**src/rtl/stream_demux_1xn.sv**
```systemverilog
// stream_demux_1xn: registered 1-to-N valid/ready demultiplexer with broadcast and drop counting
module stream_demux_1xn #(
    parameter int DATA_W = 8,
    parameter int N_OUT = 4,
    localparam int SEL_W = $clog2(N_OUT)
) (
    input  logic                    clk,
    input  logic                    rst_n,
    input  logic                    in_valid,
    output logic                    in_ready,
    input  logic [DATA_W-1:0]       in_data,
    input  logic [SEL_W-1:0]        in_sel,
    input  logic                    in_bcast,
    output logic [N_OUT-1:0]        out_valid,
    input  logic [N_OUT-1:0]        out_ready,
    output logic [N_OUT*DATA_W-1:0] out_data,
    output logic [7:0]              drop_cnt
);
    logic [N_OUT-1:0] ch_free;
    logic [N_OUT-1:0] load;
    logic             sel_bad;
    logic             acc;

    // A slot can take a word if empty or draining this edge; bad selects are always swallowed
    always_comb begin
        ch_free = ~out_valid | out_ready;
        sel_bad = (32'(in_sel) >= N_OUT) && !in_bcast;
        in_ready = in_bcast ? &ch_free : sel_bad ? 1'b1 : ch_free[in_sel];
        acc = in_valid && in_ready;
        for (int k = 0; k < N_OUT; k++)
            load[k] = acc && !sel_bad && (in_bcast || 32'(in_sel) == k);
    end

    // Per-channel one-entry slot: reload wins over drain so full throughput is kept
    always_ff @(posedge clk or negedge rst_n) begin
        if (!rst_n) begin
            out_valid <= '0;
            out_data <= '0;
        end else begin
            for (int k = 0; k < N_OUT; k++) begin
                if (load[k]) begin
                    out_valid[k] <= 1'b1;
                    out_data[k*DATA_W +: DATA_W] <= in_data;
                end else if (out_ready[k]) begin
                    out_valid[k] <= 1'b0;
                end
            end
        end
    end

    // Saturating count of words discarded for an out-of-range select
    always_ff @(posedge clk or negedge rst_n) begin
        if (!rst_n)
            drop_cnt <= '0;
        else if (acc && sel_bad && drop_cnt != 8'hff)
            drop_cnt <= drop_cnt + 8'd1;
    end
endmodule

```
**config.mk**
```make
export PLATFORM = sky130hd
export DESIGN_NAME = stream_demux_1xn
export DESIGN_NICKNAME = d
export VERILOG_FILES = /design/src/rtl/stream_demux_1xn.sv
export SDC_FILE = /design/constraint.sdc
export NUM_CORES = 1
export LEC_CHECK = 0
export BUFFER_PORTS_ARGS = -buffer_cell sky130_fd_sc_hd__buf_2
export CORE_MARGIN = 8
export CORE_UTILIZATION = 43
export DETAILED_ROUTE_END_ITERATION = 7
export GPL_TIMING_DRIVEN = 0
export PLACE_DENSITY = 0.84
export SETUP_SLACK_MARGIN = 0.1
export SYNTH_ARGS = -nofsm -noshare
export SYNTH_HDL_FRONTEND = slang
export SYNTH_SLANG_ARGS = --single-unit
export TNS_END_PERCENT = 50
```
**constraint.sdc**
```tcl
create_clock -name clk -period 1.95 [get_ports clk]
set_clock_uncertainty 0.2 [all_clocks]
set_input_delay 0.0975 -clock clk [delete_from_list [all_inputs] [get_ports clk]]
set_output_delay 0.0975 -clock clk [all_outputs]
set_load 0.05 [all_outputs]
```
==> summary.md, run 1 <==
| Metric | Value |
|---|---|
| Status | completed |
| Final ANT Viol Nets | 0 |
| Initial antenna violation count | 0 |
| CP top delay family | simple AND/OR/NAND/NOR gates |
| Port bufs | 54 |
| P_leak | between 1 and 1.5 nW |
| Synth top area share | between 50% and 60% |
| Root buffer cell | clkbuf_8 |
| Final #Nets | about 220 |
| PwrDens | approximately 1500 mW/mm² |
| Hpwl dp | roughly 2.8 mm |
| HP Class | in -> async |
| Ordered list of cells on the worst path | or2b_1 -> nand4_4 -> a221oi_4 -> buf_6 -> mux2_4 |
| Total track usage | roughly 15% |
| Die Wd | about 78 µm |
| Slowest stage delay, CP | 0.40 ns |
| Clk_lat worst skew | about 0.28 ns |
| Yosys cell types | 22 |
| Final period util | between 90% and 100% |
| Crit-path max FO | 5 |
| Die height | between 70 and 80 µm |
| DR pass1 iterations | 4 |
| Drt drc | 0 |
| Largest net degree at the start of global routing | 37 |
| Commonest cells after routing, fill and taps aside | buf_2, dfrtp_1, mux2_4 |
| Total congestion overflow | 0 |
| Hold slack | roughly 0.24 ns |
| Clock buffer depth | 2 |
| IO Pins | 63 |
| Final core occ | approximately two thirds |
| Starting Density | 44.9% |
| CP Launch Type | flip-flop |
| Final Hold Vio Count | 0 |
| Gp weighted congestion | slightly below 0.7 |
| Leading cell type in the layout, fill and taps excluded | buf_2 |
| #FFs+latches synth | 36 |
| Antenna Diode Count | 0 |
| Clock sink count | 36 |
| Core ar. | between 0.003 and 0.004 mm² |
| Die area | between 0.006 and 0.007 mm² |
| Area leader, netlist | dfrtp_1 |
| Reg clk slew, reported paths | 0.07 ns |
| Share of layout cells above drive strength 1 | ~65% |
| Max-cap violations | 0 |
| Clock power frac | approximately 17% |
| Synth Warn # | 0 |
| Reg2Reg Depth | 5 |
| Slew @ Worst Pin | slightly below 0.8 ns |
| Routed wire per std cell | 17.5 µm |
| RSZ-0062 raised after global routing | true |
| 1st-iter DRT viols | 27 |
| Layout area overhead | 51.0% |
| Number of slew-limit violations in the final report | 0 |
| Crit path time final | slightly below 2 ns |
| Clock buffer count from CTS | 5 |
| Psw | between 0.0015 and 0.002 W |
| Max Clock Freq | 0.513 GHz |
| Sw Ratio | 45.8% |
| Endpoint type of the worst setup path | flip-flop |
| Worst path slowest cell | dfrtp_2 |
| Post-Syn Instances | ~110 |
| Flop pwr share | a little under a third |
| Global-route wire length before repair | about 7.2 mm |
| Critical path class | reg -> reg |
| Syn Area/Cell | 15.7 µm² |
| Detailed Route WL | 4.32 mm |
| Critical Path RT | approximately 1.9 ns |
| TritonCTS clock tree | yes |
| Row cnt | 22 |
| Routed vias | ~1200 |
| WP depth | 5 |
| Crit path buf inv count | 1 |
| Largest cells by area after synthesis | dfrtp_1, mux2_2, a221oi_4, buf_4, mux2_4 |
| Vias in the first global route | approximately 1400 |
| Max_slew headroom | 48.0% |
| Sequential-to-total area share from yosys stat | 54.8% |
| DR vias/cell | approximately 4.8 |
| Final setup viols | 0 |
| Combinational share of power | between 50% and 60% |
| Synth Cell Area | around 0.0016 mm² |
| Maximum vdd ir drop | about 1 mV |
| Worst Path Arrival | 1.91 ns |
| H-tree levels | 2 |
| Power Internal | 0.00206 W |
[registers in the layout, indices dropped and copies added (netlist names)]
| signal | cells |
|---|---|
| out_valid | 4 |
| out_data | 32 |
[cells in the mapped netlist]
library cell	n
o221ai_4	1
or2b_1	1
a221oi_4	3
nor3_1	1
mux2_2	28
conb_1	1
o21ba_2	1
a211oi_4	1
a21o_1	2
nand4_4	1
a21oi_1	2
buf_4	8
mux2_4	4
nand2b_1	2
or2b_2	3
clkinv_1	1
a21o_2	2
inv_1	4
o211ai_4	1
nand2_1	1
or4bb_1	1
dfrtp_1	36
[logic make-up after synthesis]
group	after synthesis	share of synthesized area [%]
buf+inv	13	4.79
compound gates	13	12.1
other cells	1	0.228
flops	36	54.8
mux	32	22.8
simple gates	10	5.32
[worst register-to-register path, cell delays in order (launching register included)]
cell and delay, ns:
dfrtp_2 0.40, or2b_1 0.22, nand4_4 0.20, a221oi_4 0.31
buf_6 0.19, mux2_4 0.31
[layer usage]
layer  wire length (µm)  GRT usage, %
met1               1810          16.9
met2               2100          24.1
met3                368          6.80
met4                 28          4.53
met5                  0             0
[path summary, 6_finish.rpt]
kind                         startpoint           end  slack (ns)
max in group asynchronous         rst_n  out_valid[3]        0.77
setup reg to reg           out_valid[2]  out_data[28]       0.002
hold / removal                    rst_n   out_data[6]        0.24
setup / recovery           out_valid[2]  out_data[28]       0.002
min in group clk              in_sel[1]  out_valid[2]        0.31
hold reg to reg            out_data[10]  out_data[10]        0.31
[cell type report]
type / instances / area (µm²)
Clock inverter: 2 / 35.0
Sequential cell: 36 / 905
Multi-Input combinational cell: 63 / 807
Inverter: 5 / 18.8
Tap cell: 48 / 60.1
Fill cell: 256 / 1180
Buffer: 8 / 60.1
Clock buffer: 6 / 72.6
Timing Repair Buffer: 79 / 527
[what timing repair did]
| action | in CTS | in global routing |
|---|---|---|
| setup buffers | 12 | 0 |
| endpoints found under the setup margin | 37 | 33 |
| gates resized for setup | 39 | 0 |
| hold endpoints to repair | 72 | 0 |
| pin swaps | 6 | 4 |
| hold buffers | 13 | 0 |
[power groups by stage]
stage | combinational (W) | sequential, W | clock [W]
after global routing | 0.00211 | 0.00118 | 0.000682
after CTS | 0.00203 | 0.00114 | 0.000650
after floorplan | 0.000460 | 0.00204 | 0
after global placement | 0.00176 | 0.00113 | 0
final | 0.00202 | 0.00115 | 0.000633
after detailed placement | 0.00178 | 0.00115 | 0
[through the flow]
| step | instances | setup WS (ns) | setup TNS (ns) | cell area [µm²] | power (W) |
|---|---|---|---|---|---|
| 2_1_floorplan | 112 | -0.182 | -4.15 | 1680 | 0.00250 |
| 3_5_place_dp | 214 | -0.282 | -7.83 | 2010 | 0.00293 |
| 5_1_grt | 247 | -0.0477 | -0.815 | 2480 | 0.00397 |
| 4_1_cts | 247 | -0.00710 | -0.0238 | 2480 | 0.00383 |
| 6_report | 247 | 0.00198 | 0 | 2480 | 0.00380 |
| 3_3_place_gp | 214 | -0.235 | -6.22 | 2010 | 0.00288 |
Power figures use the tool's default switching activity.
==> run 2, diff against run 1 <==
==> constraint.sdc (replaced) <==
create_clock -name clk -period 1.6 [get_ports clk]
set_clock_uncertainty 0.2 [all_clocks]
set_input_delay 0.08 -clock clk [delete_from_list [all_inputs] [get_ports clk]]
set_output_delay 0.08 -clock clk [all_outputs]
set_load 0.05 [all_outputs]
==> summary.md, run 2 (synthesis gave the netlist of run 1 again) <==
| Metric | Value |
|---|---|
| Gp weighted congestion | 0.676 (unchanged) |
| Starting Density | 44.9% (unchanged) |
| Number of slew-limit violations in the final report | 0 (unchanged) |
| Total congestion overflow | 0 (unchanged) |
| Drt drc | 0 (unchanged) |
| Port bufs | 54 (unchanged) |
| Total power | 0.00464 W (+22%) |
| Final setup viols | 37 (+37) |
| Row cnt | 22 (unchanged) |
| Max-cap violations | 0 (unchanged) |
| Slew @ Worst Pin | 0.780 ns (+0.000184 ns) |
| Failing checks | setup timing |
| P_leak | 1.26 nW (about the same) |
| Largest net degree at the start of global routing | 37 (unchanged) |
| HP Class | in -> async |
| H-tree levels | 2 (unchanged) |
| 1st-iter DRT viols | 19 (-30%) |
| Global-route wire length before repair | 7.23 mm (unchanged) |
| Share of layout cells above drive strength 1 | 65.3% (unchanged) |
| Most flop-heavy register | out_data |
| Final #Nets | 216 (unchanged) |
| Endpoint type of the worst setup path | flip-flop |
| Worst Path Arrival | 1.91 ns (about the same) |
| Max FFs per register | 32 (unchanged) |
| Critical path class | reg -> reg |
| Leading cell type in the layout, fill and taps excluded | buf_2 |
| Core ar. | 0.00366 mm² (unchanged) |
| Commonest cells after routing, fill and taps aside | buf_2, dfrtp_1, mux2_4 |
| TritonCTS clock tree | yes |
| Clock buffer count from CTS | 5 (unchanged) |
| Reg clk slew, reported paths | 0.07 ns (about the same) |
| DR vias/cell | 4.72 (-1.2%) |
| Clk_lat worst skew | 0.29 ns (about the same) |
| Initial antenna violation count | 0 (unchanged) |
| Routed vias | 1165 (-1.2%) |
| Die height | 77.9 µm (unchanged) |
| Critical Path RT | 1.57 ns (-0.35 ns) |
| Final Hold Vio Count | 0 (unchanged) |
| Antenna Diode Count | 0 (unchanged) |
| Vias in the first global route | 1416 (unchanged) |
| Die area | 0.00606 mm² (unchanged) |
| Filler instances | 256 (unchanged) |
| Layout area overhead | 51.0% (unchanged) |
| Total track usage | 14.8% (unchanged) |
| Non-Filler Instances | 247 (unchanged) |
| IO Pins | 63 (unchanged) |
| DR pass1 iterations | 4 (unchanged) |
| RSZ-0062 raised after global routing | true |
| Die Wd | 77.9 µm (unchanged) |
| Detailed Route WL | 4.31 mm (about the same) |
| Footprint of the multi-input gates | 807 µm² (unchanged) |
| Clock sink count | 36 (unchanged) |
| Root buffer cell | clkbuf_8 |
| Maximum vdd ir drop | 1.25 mV (+22%) |
| Clock buffer depth | 2 (unchanged) |
| Crit-path max FO | 5 (unchanged) |
| Final period util | 121% (+22 points) |
| Reg area | 905 µm² (unchanged) |
| Min setup slack post-route | -0.343 ns (-0.345 ns) |
| Placed cells | 214 (unchanged) |
| Crit path time final | 1.94 ns (-0.00533 ns) |
| PwrDens | 1870 mW/mm² (+22%) |
| Final ANT Viol Nets | 0 (unchanged) |
| Hpwl dp | 2.77 mm (unchanged) |
| CP Launch Type | flip-flop |
| Routed wire per std cell | 17.5 µm (about the same) |
| Max_slew headroom | 48.0% (about the same) |
| Status | complete, but fails checks |
| Max Clock Freq | 0.515 GHz (+0.27%) |
| Regs by FF count | out_data x32, out_valid x4 |
-- run 2: cell counts in the layout (fill, tap and decap cells not counted) --
Identical to the previous run, type by type.
-- run 2: repair_timing --
action | 4_1_cts | 5_1_grt
setup buffers | 12 | 0
resized for setup | 39 | 0
setup endpoints to repair | 37 | 37
pin swaps | 7 | 4
hold buffers | 13 | 0
endpoints found under the hold margin | 72 | 0
-- run 2: metrics by stage --
step / util [%] / hold slack [ns] / setup TNS [ns] / worst slack [ns] / instance area [µm²]
global placement: 55.0 / -0.0166 / -18.46 / -0.585 / 2010
global route: 67.9 / 0.302 / -12.96 / -0.398 / 2480
floorplan: - / -0.416 / -16.70 / -0.532 / 1680
finish: 67.9 / 0.223 / -10.88 / -0.343 / 2480
detailed placement: 55.0 / -0.000982 / -20.28 / -0.632 / 2010
CTS: 67.9 / 0.220 / -11.26 / -0.357 / 2480
-- run 2: where the power goes --
part	switching, W	leakage [nW]	internal (W)
clock	0.000310	0.0552	0.000462
sequential	0.000178	0.421	0.00122
combinational	0.00163	0.788	0.000829
-- run 2: worst max-delay path, cell delays in order (launching register included) --
cell and delay, ns:
dfrtp_2 0.40, or2b_1 0.22, nand4_4 0.20, a221oi_4 0.32, buf_6 0.19, mux2_4 0.30
-- run 2: final timing paths --
path | startpoint | endpoint | slack [ns] | depth (start not counted)
setup / recovery | out_valid[2] | out_data[14] | -0.34 | 5
hold / removal | rst_n | out_data[6] | 0.22 | 2
setup reg to reg | out_valid[2] | out_data[14] | -0.34 | 5
hold reg to reg | out_data[10] | out_data[10] | 0.31 | 1
max in group asynchronous | rst_n | out_valid[3] | 0.43 | 2
min in group clk | in_sel[1] | out_valid[2] | 0.29 | 5
-- run 2: final cells by class --
class                      instances  area share, %
sequential                        36           36.4
multi-input combinational         63           32.5
timing repair buffer              79           21.2
clock buffer                       6           2.92
buffer                             8           2.42
tap                               48           2.42
clock inverter                     2           1.41
inverter                           5          0.755
-- run 2: layer usage --
layer,GRT usage [%],share of wire (%),vias to the layer above
li1,-,-,544
met1,16.9,42,573
met2,24.1,49,45
met3,6.80,8.3,3
met4,4.53,0.65,0
met5,0,0,-
